$ cat src/rtl/systolic_edge_feeder_pkg.sv
// Shared constants and FSM state encoding for the systolic-array edge feeder.
package systolic_edge_feeder_pkg;

   localparam int unsigned FEEDER_DATA_WIDTH = 8;

   localparam logic [2:0] ST_IDLE  = 3'd0;
   localparam logic [2:0] ST_CLEAR = 3'd1;
   localparam logic [2:0] ST_FEED  = 3'd2;
   localparam logic [2:0] ST_DRAIN = 3'd3;
   localparam logic [2:0] ST_DONE  = 3'd4;

   typedef enum logic [2:0] {
      IDLE  = ST_IDLE,
      CLEAR = ST_CLEAR,
      FEED  = ST_FEED,
      DRAIN = ST_DRAIN,
      DONE  = ST_DONE
   } feeder_state_e;

endpackage

$ cat src/rtl/systolic_edge_feeder_lane_fifo.sv
// Per-lane synchronous FIFO; DEPTH must be a power of two so pointers wrap naturally.
module lane_fifo #(
   parameter int unsigned DATA_WIDTH = 8,
   parameter int unsigned DEPTH      = 4
) (
   input  logic                  clk_i,
   input  logic                  rst_async_n_i,
   input  logic                  push,
   input  logic                  pop,
   input  logic [DATA_WIDTH-1:0] wr_data,
   output logic [DATA_WIDTH-1:0] rd_data,
   output logic                  empty,
   output logic                  full
);

   localparam int unsigned PTR_W = (DEPTH > 1) ? $clog2(DEPTH) : 1;
   localparam int unsigned CNT_W = PTR_W + 1;
   localparam logic [CNT_W-1:0] CNT_FULL = CNT_W'(DEPTH);

   logic [DATA_WIDTH-1:0] mem_r [DEPTH];
   logic [PTR_W-1:0]      wr_ptr_r;
   logic [PTR_W-1:0]      rd_ptr_r;
   logic [CNT_W-1:0]      cnt_r;
   logic                  push_s;
   logic                  pop_s;

   assign empty   = (cnt_r == {CNT_W{1'b0}});
   assign full    = (cnt_r == CNT_FULL);
   assign push_s  = push && !full;
   assign pop_s   = pop && !empty;
   assign rd_data = mem_r[rd_ptr_r];

   // Storage array; contents are only meaningful below cnt_r, so no reset.
   always_ff @(posedge clk_i) begin
      if (push_s) begin
         mem_r[wr_ptr_r] <= wr_data;
      end
   end

   // Pointers and occupancy; simultaneous push and pop leaves the count unchanged.
   always_ff @(posedge clk_i or negedge rst_async_n_i) begin
      if (!rst_async_n_i) begin
         wr_ptr_r <= {PTR_W{1'b0}};
         rd_ptr_r <= {PTR_W{1'b0}};
         cnt_r    <= {CNT_W{1'b0}};
      end else begin
         if (push_s) begin
            wr_ptr_r <= wr_ptr_r + PTR_W'(1);
         end
         if (pop_s) begin
            rd_ptr_r <= rd_ptr_r + PTR_W'(1);
         end
         case ({push_s, pop_s})
            2'b10:   cnt_r <= cnt_r + CNT_W'(1);
            2'b01:   cnt_r <= cnt_r - CNT_W'(1);
            default: cnt_r <= cnt_r;
         endcase
      end
   end

endmodule

$ cat src/rtl/systolic_edge_feeder.sv
// Fans tile-buffer beats out to N_LANES independent PE edge streams and sequences one tile.
// Optional diagonal start-up wavefront when SYSTOLIC_FEEDER_SKEW_EN is defined.
module systolic_edge_feeder
   import systolic_edge_feeder_pkg::*;
#(
   parameter int unsigned N_LANES         = 4,
   parameter int unsigned DATA_WIDTH      = FEEDER_DATA_WIDTH,
   parameter int unsigned LANE_FIFO_DEPTH = 4,
   parameter int unsigned K_WIDTH         = 16
) (
   input  logic                          clk_i,
   input  logic                          rst_async_n_i,
   input  logic                          start_i,
   input  logic [K_WIDTH-1:0]            k_len_i,
   output logic                          busy_o,
   output logic                          done_o,
   output logic                          clear_acc_o,
   input  logic                          beat_valid_i,
   output logic                          beat_ready_o,
   input  logic [N_LANES*DATA_WIDTH-1:0] beat_data_i,
   output logic [N_LANES-1:0]            lane_valid_o,
   input  logic [N_LANES-1:0]            lane_ready_i,
   output logic [N_LANES*DATA_WIDTH-1:0] lane_data_o
);

   feeder_state_e        state_r;
   feeder_state_e        state_nxt_s;
   logic [K_WIDTH-1:0]   k_len_r;
   logic [K_WIDTH-1:0]   beat_cnt_r;
   logic [N_LANES-1:0]   empty_s;
   logic [N_LANES-1:0]   full_s;
   logic [N_LANES-1:0]   pop_s;
   logic [N_LANES-1:0]   skew_ok_s;
   logic [N_LANES-1:0]   lane_valid_s;
   logic                 pop_en_s;
   logic                 beat_ready_s;
   logic                 beat_fire_s;
   logic                 last_beat_s;

   assign pop_en_s     = (state_r == FEED) || (state_r == DRAIN);
   assign beat_ready_s = (state_r == FEED) && (beat_cnt_r < k_len_r) && !(|full_s);
   assign beat_fire_s  = beat_ready_s && beat_valid_i;
   assign last_beat_s  = beat_fire_s && ((beat_cnt_r + K_WIDTH'(1)) == k_len_r);

   assign busy_o       = (state_r != IDLE);
   assign done_o       = (state_r == DONE);
   assign clear_acc_o  = (state_r == CLEAR);
   assign beat_ready_o = beat_ready_s;
   assign lane_valid_o = lane_valid_s;

   // Tile sequencer next-state decode.
   always_comb begin
      state_nxt_s = state_r;
      case (state_r)
         IDLE: begin
            if (start_i) begin
               if (k_len_i != {K_WIDTH{1'b0}}) begin
                  state_nxt_s = CLEAR;
               end else begin
                  state_nxt_s = DONE;
               end
            end else begin
               state_nxt_s = IDLE;
            end
         end
         CLEAR: state_nxt_s = FEED;
         FEED: begin
            if (last_beat_s) begin
               state_nxt_s = DRAIN;
            end else begin
               state_nxt_s = FEED;
            end
         end
         DRAIN: begin
            if (&empty_s) begin
               state_nxt_s = DONE;
            end else begin
               state_nxt_s = DRAIN;
            end
         end
         DONE:    state_nxt_s = IDLE;
         default: state_nxt_s = IDLE;
      endcase
   end

   // State, latched tile length and beat counter (saturates since ready needs cnt < k_len).
   always_ff @(posedge clk_i or negedge rst_async_n_i) begin
      if (!rst_async_n_i) begin
         state_r    <= IDLE;
         k_len_r    <= {K_WIDTH{1'b0}};
         beat_cnt_r <= {K_WIDTH{1'b0}};
      end else begin
         state_r <= state_nxt_s;
         if ((state_r == IDLE) && start_i) begin
            k_len_r <= k_len_i;
         end
         if (state_r == CLEAR) begin
            beat_cnt_r <= {K_WIDTH{1'b0}};
         end else if (beat_fire_s) begin
            beat_cnt_r <= beat_cnt_r + K_WIDTH'(1);
         end
      end
   end

`ifdef SYSTOLIC_FEEDER_SKEW_EN
   localparam int unsigned SKEW_W = (N_LANES > 1) ? $clog2(N_LANES) : 1;
   localparam logic [SKEW_W-1:0] SKEW_MAX = SKEW_W'(N_LANES - 1);

   logic [SKEW_W-1:0] skew_cnt_r;
   logic              skew_run_r;

   // Wavefront counter: advances from the first cycle lane 0 can present, so lane i trails by i.
   always_ff @(posedge clk_i or negedge rst_async_n_i) begin
      if (!rst_async_n_i) begin
         skew_cnt_r <= {SKEW_W{1'b0}};
         skew_run_r <= 1'b0;
      end else if (state_r == CLEAR) begin
         skew_cnt_r <= {SKEW_W{1'b0}};
         skew_run_r <= 1'b0;
      end else begin
         if (beat_fire_s) begin
            skew_run_r <= 1'b1;
         end
         if (skew_run_r && (skew_cnt_r != SKEW_MAX)) begin
            skew_cnt_r <= skew_cnt_r + SKEW_W'(1);
         end
      end
   end
`endif

   for (genvar g = 0; g < N_LANES; g++) begin : g_lane
      logic [DATA_WIDTH-1:0] head_s;

`ifdef SYSTOLIC_FEEDER_SKEW_EN
      assign skew_ok_s[g] = (skew_cnt_r >= SKEW_W'(g));
`else
      assign skew_ok_s[g] = 1'b1;
`endif

      assign lane_valid_s[g] = !empty_s[g] && pop_en_s && skew_ok_s[g];
      assign pop_s[g]        = lane_valid_s[g] && lane_ready_i[g];
      assign lane_data_o[g*DATA_WIDTH +: DATA_WIDTH] =
         lane_valid_s[g] ? head_s : {DATA_WIDTH{1'b0}};

      lane_fifo #(
         .DATA_WIDTH (DATA_WIDTH),
         .DEPTH      (LANE_FIFO_DEPTH)
      ) u_fifo (
         .clk_i         (clk_i),
         .rst_async_n_i (rst_async_n_i),
         .push          (beat_fire_s),
         .pop           (pop_s[g]),
         .wr_data       (beat_data_i[g*DATA_WIDTH +: DATA_WIDTH]),
         .rd_data       (head_s),
         .empty         (empty_s[g]),
         .full          (full_s[g])
      );
   end

endmodule

$ cat config.mk
export PLATFORM = sky130hd
export DESIGN_NAME = systolic_edge_feeder
export DESIGN_NICKNAME = d
export VERILOG_FILES = /design/src/rtl/systolic_edge_feeder_pkg.sv /design/src/rtl/systolic_edge_feeder_lane_fifo.sv /design/src/rtl/systolic_edge_feeder.sv
export SDC_FILE = /design/constraint.sdc
export NUM_CORES = 1
export LEC_CHECK = 0
export CAP_MARGIN = 20
export CORE_AREA = 2 2 178 180
export CTS_CLUSTER_DIAMETER = 50
export DETAILED_ROUTE_END_ITERATION = 8
export DIE_AREA = 0 0 180 182
export PLACE_DENSITY = 0.43
export SLEW_MARGIN = 20
export SYNTH_ARGS = -nofsm -noshare
export SYNTH_HDL_FRONTEND = slang
export SYNTH_HIERARCHICAL = 1
export SYNTH_SLANG_ARGS = --single-unit
export TNS_END_PERCENT = 50
$ cat constraint.sdc
create_clock -name clk_i -period 3.7 [get_ports clk_i]
set_input_delay 1.11 -clock clk_i [delete_from_list [all_inputs] [get_ports clk_i]]
set_output_delay 1.11 -clock clk_i [all_outputs]
set_load 0.05 [all_outputs]
Word-level counts from Yosys, hierarchy flattened
Memory sizes are Yosys's and may differ from the RTL's.
Cells that the tools add are included.
{"block": "totals", "mem_count": 4, "wordCells": 122, "reg_bits": 63, "ram_bits": 128}
{"memory": "g_lane[0].u_fifo.mem_r", "words": 4, "width": 8, "read_ports": 1, "rd_ports_with_merged_regs": 0, "wr": 1, "line_no": "systolic_edge_feeder_lane_fifo.sv:20", "rtl": "logic [DATA_WIDTH-1:0] mem_r [DEPTH];"}
{"memory": "g_lane[1].u_fifo.mem_r", "words": 4, "width": 8, "read_ports": 1, "rd_ports_with_merged_regs": 0, "wr": 1, "line_no": "systolic_edge_feeder_lane_fifo.sv:20"}
{"memory": "g_lane[2].u_fifo.mem_r", "words": 4, "width": 8, "read_ports": 1, "rd_ports_with_merged_regs": 0, "wr": 1, "line_no": "systolic_edge_feeder_lane_fifo.sv:20"}
{"memory": "g_lane[3].u_fifo.mem_r", "words": 4, "width": 8, "read_ports": 1, "rd_ports_with_merged_regs": 0, "wr": 1, "line_no": "systolic_edge_feeder_lane_fifo.sv:20"}
{"block": "classes", "reduce_logical": 45, "n_addsub": 17, "mux": 23, "n_lt_le_gt_ge": 1, "n_eq_ne": 17}
{"cell": "16-bit 2-to-1 mux", "count": 2}
{"cell": "8-bit 2-to-1 mux", "count": 4}
{"cell": "3-bit one-hot mux with 2 select lines", "count": 4}
{"cell": "1-bit logical AND", "count": 21}
{"cell": "16-bit by 1-bit adder with 16-bit output, second input constant", "count": 1}
{"cell": "2-bit by 1-bit adder with 2-bit output, second input constant", "count": 8}
{"cell": "16-bit equality test", "count": 1}
{"cell": "16-bit < comparator", "count": 1}
{"cell": "16-bit nonzero test", "count": 1}
{"cell": "3-bit equality test, second input constant", "count": 5}
{"cell": "3-bit zero test", "count": 5}
{"cell": "3-bit by 1-bit adder with 3-bit output, second input constant", "count": 4}
{"cell": "3-bit one-hot mux with 4 select lines", "count": 1}
{"cell": "3-bit by 1-bit subtractor with 3-bit output, second input constant", "count": 4}
{"cell": "2-bit nonzero test", "count": 5}
{"cell": "1-bit zero test", "count": 9}
{"cell": "1-bit 2-to-1 mux", "count": 9}
{"cell": "3-bit 2-to-1 mux", "count": 3}
{"cell": "2-bit by 1-bit equality test with 1-bit output, second input constant", "count": 4}
{"cell": "2-bit equality test, second input constant", "count": 4}
{"cell": "3-bit by 2-bit equality test with 1-bit output, second input constant", "count": 2}
{"cell": "4-bit AND reduction", "count": 1}
{"cell": "4-bit OR reduction", "count": 1}
{"cell": "3-bit by 1-bit equality test with 1-bit output, second input constant", "count": 1}
{"cell": "other kinds (2)", "count": 2}

Longest topological paths before layout
Gate-level depths: netlist of the first run.
{"block": "depth", "word_depth": 8, "ltp_mapped": 18, "ltp_nobuf": 16}

Cells and area by module
The synthesis of the first run kept the hierarchy.
{"module": "lane_fifo", "area_each_um2": 1592.8, "cells_each": 79, "seq_area_each_um2": 1136.1, "n_inst": 4}
{"module": "systolic_edge_feeder", "area_each_um2": 2741.4, "cells_each": 328, "seq_area_each_um2": 875.8, "n_inst": 1}

Least setup slack after synthesis of the first run
No wires, ideal clock.
{"block": "synth_timing", "path_kind": "register -> register", "startpoint": "register beat_cnt_r[1]", "endpoint": "register g_lane[0].u_fifo.cnt_r[2]", "slack_ns": 0.404, "setup_ns": 0.079, "stages_incl_launch_ff": 18, "t_required_ns": 3.621, "arrival_ns": 3.217, "path_buffers": 2, "path_cell_list": "dfrtp_1 > ha_1 > nor2b_1 > o211ai_1 > a21o_1 > a2111oi_2 > or2_1 > buf_6 > inv_2 > clkbuf_1 > nor2b_4 > inv_1 > ha_1 > inv_1 > fa_1 > xor2_1 > nor2_1 > xor2_1"}
{"block": "synth_between", "elab_chain_len": 7, "word_cells_on_any_way": 9, "classes_between": "order compare (1); eq/ne (2); mux (1); reduce/logical (5)"}
{"element": "from (decl)", "line_no": "systolic_edge_feeder.sv:29", "rtl": "logic [K_WIDTH-1:0] beat_cnt_r;"}
{"element": "from (signal assigned)", "line_no": "systolic_edge_feeder.sv:91", "rtl": "beat_cnt_r <= {K_WIDTH{1'b0}};"}
{"element": "from (signal assigned)", "line_no": "systolic_edge_feeder.sv:98", "rtl": "beat_cnt_r <= {K_WIDTH{1'b0}};"}
{"element": "from (signal assigned)", "line_no": "systolic_edge_feeder.sv:100", "rtl": "beat_cnt_r <= beat_cnt_r + K_WIDTH'(1);"}
{"element": "16-bit < comparator *", "line_no": "systolic_edge_feeder.sv:41", "rtl": "assign beat_ready_s = (state_r == FEED) && (beat_cnt_r < k_len_r) && !(|full_s);"}
{"element": "1-bit logical AND * (2 in series)", "line_no": "systolic_edge_feeder.sv:41"}
{"element": "1-bit logical AND *", "line_no": "systolic_edge_feeder.sv:42", "rtl": "assign beat_fire_s = beat_ready_s && beat_valid_i;"}
{"element": "named net beat_fire_s", "line_no": "systolic_edge_feeder.sv:37", "rtl": "logic beat_fire_s;"}
{"element": "1-bit logical AND *", "line_no": "systolic_edge_feeder_lane_fifo.sv:29", "rtl": "assign push_s = push && !full;"}
{"element": "2-bit by 1-bit equality test with 1-bit output or 2-bit equality test (tied branches)", "line_no": "systolic_edge_feeder_lane_fifo.sv:53", "rtl": "case ({push_s, pop_s})"}
{"element": "3-bit one-hot mux with 2 select lines or 2-bit nonzero test (tied branches)"}
{"element": "to (signal assigned)", "line_no": "systolic_edge_feeder_lane_fifo.sv:54", "rtl": "2'b10: cnt_r <= cnt_r + CNT_W'(1);"}
{"element": "to (signal assigned)", "line_no": "systolic_edge_feeder_lane_fifo.sv:55", "rtl": "2'b01: cnt_r <= cnt_r - CNT_W'(1);"}
{"element": "to (signal assigned)", "line_no": "systolic_edge_feeder_lane_fifo.sv:56", "rtl": "default: cnt_r <= cnt_r;"}
{"element": "to (decl)", "line_no": "systolic_edge_feeder_lane_fifo.sv:23", "rtl": "logic [CNT_W-1:0] cnt_r;"}
The timed path passes the listed nets; every way through them passes the cells marked *.
A chain may end at the register's enable or synchronous reset.

Worst setup path in the final report of the first run
{"block": "layout_timing", "startpoint": "register state_r[0]", "endpoint": "output port clear_acc_o"}
{"block": "layout_between", "elab_chain_len": 1}
{"element": "from (decl)", "line_no": "systolic_edge_feeder.sv:26", "rtl": "feeder_state_e state_r;"}
{"element": "from (signal assigned)", "line_no": "systolic_edge_feeder.sv:93", "rtl": "state_r <= state_nxt_s;"}
{"element": "3-bit by 1-bit equality test with 1-bit output", "line_no": "systolic_edge_feeder.sv:47", "rtl": "assign clear_acc_o = (state_r == CLEAR);"}
{"element": "to (decl)", "line_no": "systolic_edge_feeder.sv:17", "rtl": "output logic clear_acc_o,"}
Every way passes these cells.

==> results.toml, run 1 <==
[sta]
hold_violations = 0
tightestPinTransition_ns = 0.625
tns_ns = 0
slew_headroom_pct = 58.4
whs_ns = 0.509
setup_viol = 0
clock_skew_ns = 0.0144
finalWorstSetupSlack_ns = 0.128
finalCritPeriodShare_pct = 96.6
slew_violations = 0
finalCriticalPeriod_ns = 3.57
rsz0062_at_grt = "no"
fmax_mhz = 280

[detailed_routing]
drt_iter0_markers = 314
remaining_drc_errors = 0
finalWirelength_mm = 20.4
detail_route.first_pass.iterations = 4
wl_per_cell_um = 17.4
viasPerCell = 4.65
vias = 5445
ant_nets = 0

[critical_path]
critPathLaunchType = "flip-flop"
reg2reg_slack_ns = 0.48
crit_required_ns = 2.59
critPathKind = "flip-flop to output pin"
reg2reg_from = "beat_cnt_r[9]$_DFFE_PN0P_"
arrival_ns = 2.46
worstReg2RegEnd = "g_lane[3].u_fifo/cnt_r[2]$_DFFE_PN0P_"
endpoint_kind = "output pin"
rr_worst_depth = 15
cp_max_fo = 8

[finish]
syn_to_final_growth_pct = 21.0
finalNetCount = 851
drive_above_1_share_pct = 20.9
fillers = 2978

[placement]
place_ws_ns = 0.278
place_hpwl_mm = 14.6
io_buffer_count = 95
place.gp.congestion = 0.785

[logic_synthesis]
synth_top_family_by_area = "simple AND/OR/NAND/NOR gates"
synth_area_leaders = "edfxtp_1 (42%), dfrtp_1 (17%), mux4_2 (7.9%)"
yosys.area_share.simple_pct = 12.3
synth_edf_count = 128
synth_most_common_cell = "edfxtp_1"
seq_area_frac_synth_pct = 59.5
synthFlopType = "edfxtp_1"
synthTopCellsByCount = "edfxtp_1 (128), dfrtp_1 (63), inv_1 (44), and2_1 (37), ha_1 (37)"
synthXorXnorAreaFrac_pct = 4.33
synthMuxAreaShare_pct = 9.35
synth_area_um2 = 9110
avgSynthCellArea_um2 = 14.1
synth_cells = 644
async_flop_share_pct = 33.0
synth-compound-area-share_pct = 5.42
yosys.area_share.adder_pct = 5.96
yosys.area.top_type_share_pct = 42.2
synthDistinctLibCells = 62
synth_warnings = 6
yosysTopAreaCell = "edfxtp_1"
ys_ff_latch = 191
synth_fp_nets = 741

[power]
p_leak_nw = 4.17
p_per_area_nw_per_um2 = 817
ir_drop_mv = 0.433
power_w = 0.00901

[grt]
antenna_found_initial = 1
overflow = 0
grt_max_degree = 25
gr-usage-all-layers_pct = 13.0
grt_pass1_vias = 5830
grt_pass1_wl_mm = 32.7

[clock_network]
tritoncts = "yes"
cts.sinks = 191
cts_buffers = 17
clk_pin_slew_worst_paths_ns = 0.07
cts_root_buffer = "clkbuf_16"
cts_buffer_depth = 2
clkLatencyLatePin_ns = 0.44
htreeDepth = 4
cts_hold_repair.buffers = 0

[worst_hold_path]
hold_path_class = "flip-flop to flip-flop"
hold_path.startpoint = "state_r[2]$_DFF_PN0_"
hold_depth = 1
holdPathEnd = "state_r[1]$_DFF_PN0_"

[floorplanning]
placementRows = 65
floorplan.initialDensity_pct = 29.4
boundaryPins = 96
die_h_um = 182
die-area_um2 = 32800
fp.coreArea_um2 = 31000
dieWidth_um = 180

[run]
max-cap-violations = 0

[outcome]
status = "complete, no violations"
[metrics by stage]
stage          utilization, %  instance area (µm²)  cells
6_report                 35.6                11000   1170
4_1_cts                  35.6                11000   1169
3_5_place_dp             33.8                10500   1137
2_1_floorplan               -                 9110    644
5_1_grt                  35.6                11000   1169
3_3_place_gp             33.8                10500   1137
[registers in the layout, summed over array words and instances, names as in the netlist]
signal,count
g_lane.u_fifo/mem_r,128
beat_cnt_r,16
k_len_r,16
g_lane.u_fifo/cnt_r,12
g_lane.u_fifo/rd_ptr_r,8
g_lane.u_fifo/wr_ptr_r,8
state_r,3
[cells in the final DEF (no fill, tap or decap), types with 7 or more instances in the layout]
| cell | netlist | layout |
|---|---|---|
| a21oi_1 | 10 | 10 |
| and2_1 | 37 | 37 |
| and2_2 | 16 | 16 |
| buf_4 | 0 | 54 |
| clkbuf_16 | 0 | 17 |
| clkdlybuf4s50_1 | 0 | 58 |
| dfrtp_1 | 63 | 61 |
| edfxtp_1 | 128 | 128 |
| ha_1 | 37 | 37 |
| inv_1 | 44 | 44 |
| mux4_2 | 32 | 32 |
| nand2_1 | 35 | 35 |
| nand3_1 | 11 | 11 |
| nand4_1 | 7 | 7 |
| nor2_1 | 25 | 25 |
| nor3_1 | 17 | 17 |
| o21ai_0 | 22 | 22 |
| xnor2_1 | 24 | 24 |
| xor2_1 | 21 | 21 |
[power by group]
part | internal, W | switching (W) | leakage, nW
Clock | 0.000875 | 0.000816 | 0.260
Sequential | 0.00278 | 0.000506 | 1.93
Combinational | 0.00167 | 0.00235 | 1.98
Total | 0.00533 | 0.00368 | 4.17
[cell type report]
type                       count  area (µm²)  share of cell area, %
timing repair buffer         113         991                   8.98
clock inverter                13         105                  0.953
sequential                   191        5420                   49.2
multi-input combinational    386        3400                   30.9
clock buffer                  19         433                   3.92
inverter                      45         169                   1.53
antenna                        1        2.50                 0.0227
tap                          402         503                   4.56
[routing by layer]
metal / wire length (µm) / vias to the layer above / track usage (%)
met5: 0 / - / 0
met1: 8870 / 2782 / 15.9
met3: 658 / 14 / 3.27
met4: 234 / 0 / 3.71
met2: 10700 / 71 / 22.7
li1: - / 2578 / -
[cells by family (layout without fill, tap and decap cells)]
logic type / count (synthesis) / after routing
compound gates: 71 / 71
flops: 191 / 191
fa+ha+maj: 41 / 41
buf+inv: 67 / 190
other cells: 0 / 1
xor+xnor: 45 / 45
mux: 43 / 43
simple gates: 186 / 186
[what timing repair did]
action | 4_1_cts | 5_1_grt
endpoints found under the setup margin | 0 | 1
resized for setup | 0 | 3
setup buffers | 0 | 0
[worst max-delay path, cell delays in order (launching register included)]
cell             delay [ns]
dfrtp_1                0.52
or3b_2                 0.56
inv_1                  0.14
clkdlybuf4s50_1        0.81
[worst max-delay path by stage]
stage	start	endpoint	slack, ns
after floorplan	beat_cnt_r[1]$_DFFE_PN0P_	g_lane[0].u_fifo/cnt_r[2]$_DFFE_PN0P_	0.40
after global placement	beat_valid_i	g_lane[3].u_fifo/cnt_r[2]$_DFFE_PN0P_	0.36
after detailed placement	beat_valid_i	g_lane[3].u_fifo/cnt_r[2]$_DFFE_PN0P_	0.28
after CTS	beat_cnt_r[9]$_DFFE_PN0P_	beat_ready_o	0.008
after global routing	beat_cnt_r[9]$_DFFE_PN0P_	beat_ready_o	0.01
final	state_r[0]$_DFF_PN0_	clear_acc_o	0.13
Power figures use the tool's default switching activity.
==> inputs of run 2 (changes only) <==
PLACE_DENSITY = 0.45   (was 0.43)
clock period = 3 ns   (was 3.7 ns; I/O delays follow)
==> results.toml, run 2 (synthesis results as in run 1) <==
[outcome]
status = "finished, violations left"
violations = "setup timing"

[clock_network]
clkLatencyLatePin_ns = 0.44
cts_buffers = 17
htreeDepth = 4
tritoncts = "yes"
cts_root_buffer = "clkbuf_16"
cts.sinks = 191
cts_buffer_depth = 2
cts_hold_repair.buffers = 0
clk_pin_slew_worst_paths_ns = 0.08

[detailed_routing]
viasPerCell = 4.58
detail_route.first_pass.iterations = 4
vias = 5550
wl_per_cell_um = 17.3
drt_iter0_markers = 232
remaining_drc_errors = 0
ant_nets = 0
finalWirelength_mm = 21.0

[sta]
fmax_mhz = 322
setup_viol = 2
hold_violations = 0
finalCritPeriodShare_pct = 103
tightestPinTransition_ns = 0.558
finalCriticalPeriod_ns = 3.10
whs_ns = 0.453
rsz0062_at_grt = "yes"
slew_violations = 0
finalWorstSetupSlack_ns = -0.103
clock_skew_ns = 0.0151
slew_headroom_pct = 62.8

[finish]
drive_above_1_share_pct = 29.8
syn_to_final_growth_pct = 32.3
finalNetCount = 894
largest_reg_flops = 128
final_cell_mix = "edfxtp_1 (128), dfrtp_1 (63), buf_4 (59)"
top_regs = "g_lane.u_fifo/mem_r x128, beat_cnt_r x16, k_len_r x16"
finalNonFillerCells = 1212
diodes = 0
design_area_um2 = 12100
final_common_cell = "edfxtp_1"
regMostFlops = "g_lane.u_fifo/mem_r"

[power]
ir_drop_mv = 0.706
internal_power_w = 0.00804
power.share.switching_pct = 38.4
pwr-share-clk_pct = 18.2
p_seq_share_pct = 29.7
p_comb_share_pct = 52.0
p_per_area_nw_per_um2 = 1080
power_w = 0.0130
switchingPower_w = 0.00500
p_leak_nw = 4.63

[critical_path]
arrival_ns = 2.20
critPathLaunchType = "flip-flop"
cp_max_fo = 2
endpoint_kind = "output pin"
critPathKind = "flip-flop to output pin"
crit_required_ns = 2.10

[grt]
gr-usage-all-layers_pct = 13.2
grt_max_degree = 43
use_met1_pct = 17.1
gr-max-usage-layer = "met2"
antenna_found_initial = 0
grt_pass1_wl_mm = 33.2
overflow = 0
met2_usage_pct = 22.2
grt_pass1_vias = 6087
grtUsageMet3_pct = 3.33

[floorplanning]
boundaryPins = 96
fp.coreArea_um2 = 31000
placementRows = 65
dieWidth_um = 180
floorplan.initialDensity_pct = 29.4
die-area_um2 = 32800
die_h_um = 182

[placement]
place_area_um2 = 11200
place.gp.congestion = 0.791
place_hpwl_mm = 15.0
place_inst = 1171
io_buffer_count = 95

[run]
max-cap-violations = 0

[worst_hold_path]
hold_path_class = "primary input to asynchronous set/reset pin"
-- run 2: changes by cell type in the layout (fill, tap and decap cells not counted), moves of 4 or more --
| cell | before | now |
|---|---|---|
| inv_6 | 2 | 7 |
| buf_12 | 0 | 37 |
| fa_1 | 4 | 0 |
| inv_2 | 1 | 9 |
| buf_4 | 54 | 59 |
| ha_1 | 37 | 30 |
| ha_4 | 0 | 6 |
| fa_2 | 0 | 4 |
| clkinv_4 | 4 | 0 |
| inv_1 | 44 | 36 |
-- run 2: metal layers --
layer / wire (µm) / share of wire [%]
met1: 9700 / 46
met2: 10400 / 50
met3: 702 / 3.3
met4: 149 / 0.71
met5: 0 / 0
-- run 2: final cells by class --
cell class / count / area (µm²)
Clock buffer: 17 / 425
Clock inverter: 15 / 193
Fill cell: 2867 / 18900
Inverter: 45 / 169
Multi-Input combinational cell: 386 / 3560
Sequential cell: 191 / 5420
Tap cell: 402 / 503
Timing Repair Buffer: 156 / 1790
-- run 2: worst paths after layout --
kind,from,to,slack (ns),cells past startpoint
worst min register to register,state_r[2]$_DFF_PN0_,state_r[1]$_DFF_PN0_,0.53,1
min in group clk_i,state_r[2]$_DFF_PN0_,state_r[1]$_DFF_PN0_,0.53,1
worst max-delay path,beat_cnt_r[6]$_DFFE_PN0P_,beat_ready_o,-0.10,7
worst max register to register,beat_cnt_r[1]$_DFFE_PN0P_,g_lane[1].u_fifo/cnt_r[2]$_DFFE_PN0P_,0,15
max in group asynchronous,rst_async_n_i,state_r[2]$_DFF_PN0_,1.91,2
worst min-delay path,rst_async_n_i,g_lane[0].u_fifo/wr_ptr_r[1]$_DFFE_PN0P_,0.45,1
-- run 2: timing repair --
| item | in CTS | in global routing |
|---|---|---|
| pin swaps | 3 | 10 |
| resized for setup | 10 | 22 |
| endpoints found under the setup margin | 9 | 29 |
| buffers inserted | 4 | 5 |
-- run 2: critical path, cell delays in order (launching register included) --
cell and delay [ns]:
dfrtp_1 0.41, ha_1 0.30, a21o_1 0.20, a211oi_2 0.31, a2111oi_4 0.11, buf_4 0.15, nor2b_2 0.11, buf_6 0.17
-- run 2: per-stage QoR --
step | setup TNS (ns) | setup slack [ns] | util, %
floorplan | -0.795 | -0.154 | -
finish | -0.103 | -0.103 | 38.9
CTS | -0.143 | -0.141 | 38.5
detailed placement | -0.0293 | -0.0183 | 36.3
global route | -0.608 | -0.221 | 38.9
global placement | 0 | 0.00686 | 36.3
-- run 2: power groups by stage --
stage	Clock [W]	Sequential, W	Combinational (W)
after floorplan	0	0.00375	0.00394
after global placement	0	0.00390	0.00647
after detailed placement	0	0.00395	0.00660
after CTS	0.00246	0.00389	0.00671
after global routing	0.00257	0.00396	0.00727
final	0.00238	0.00388	0.00679
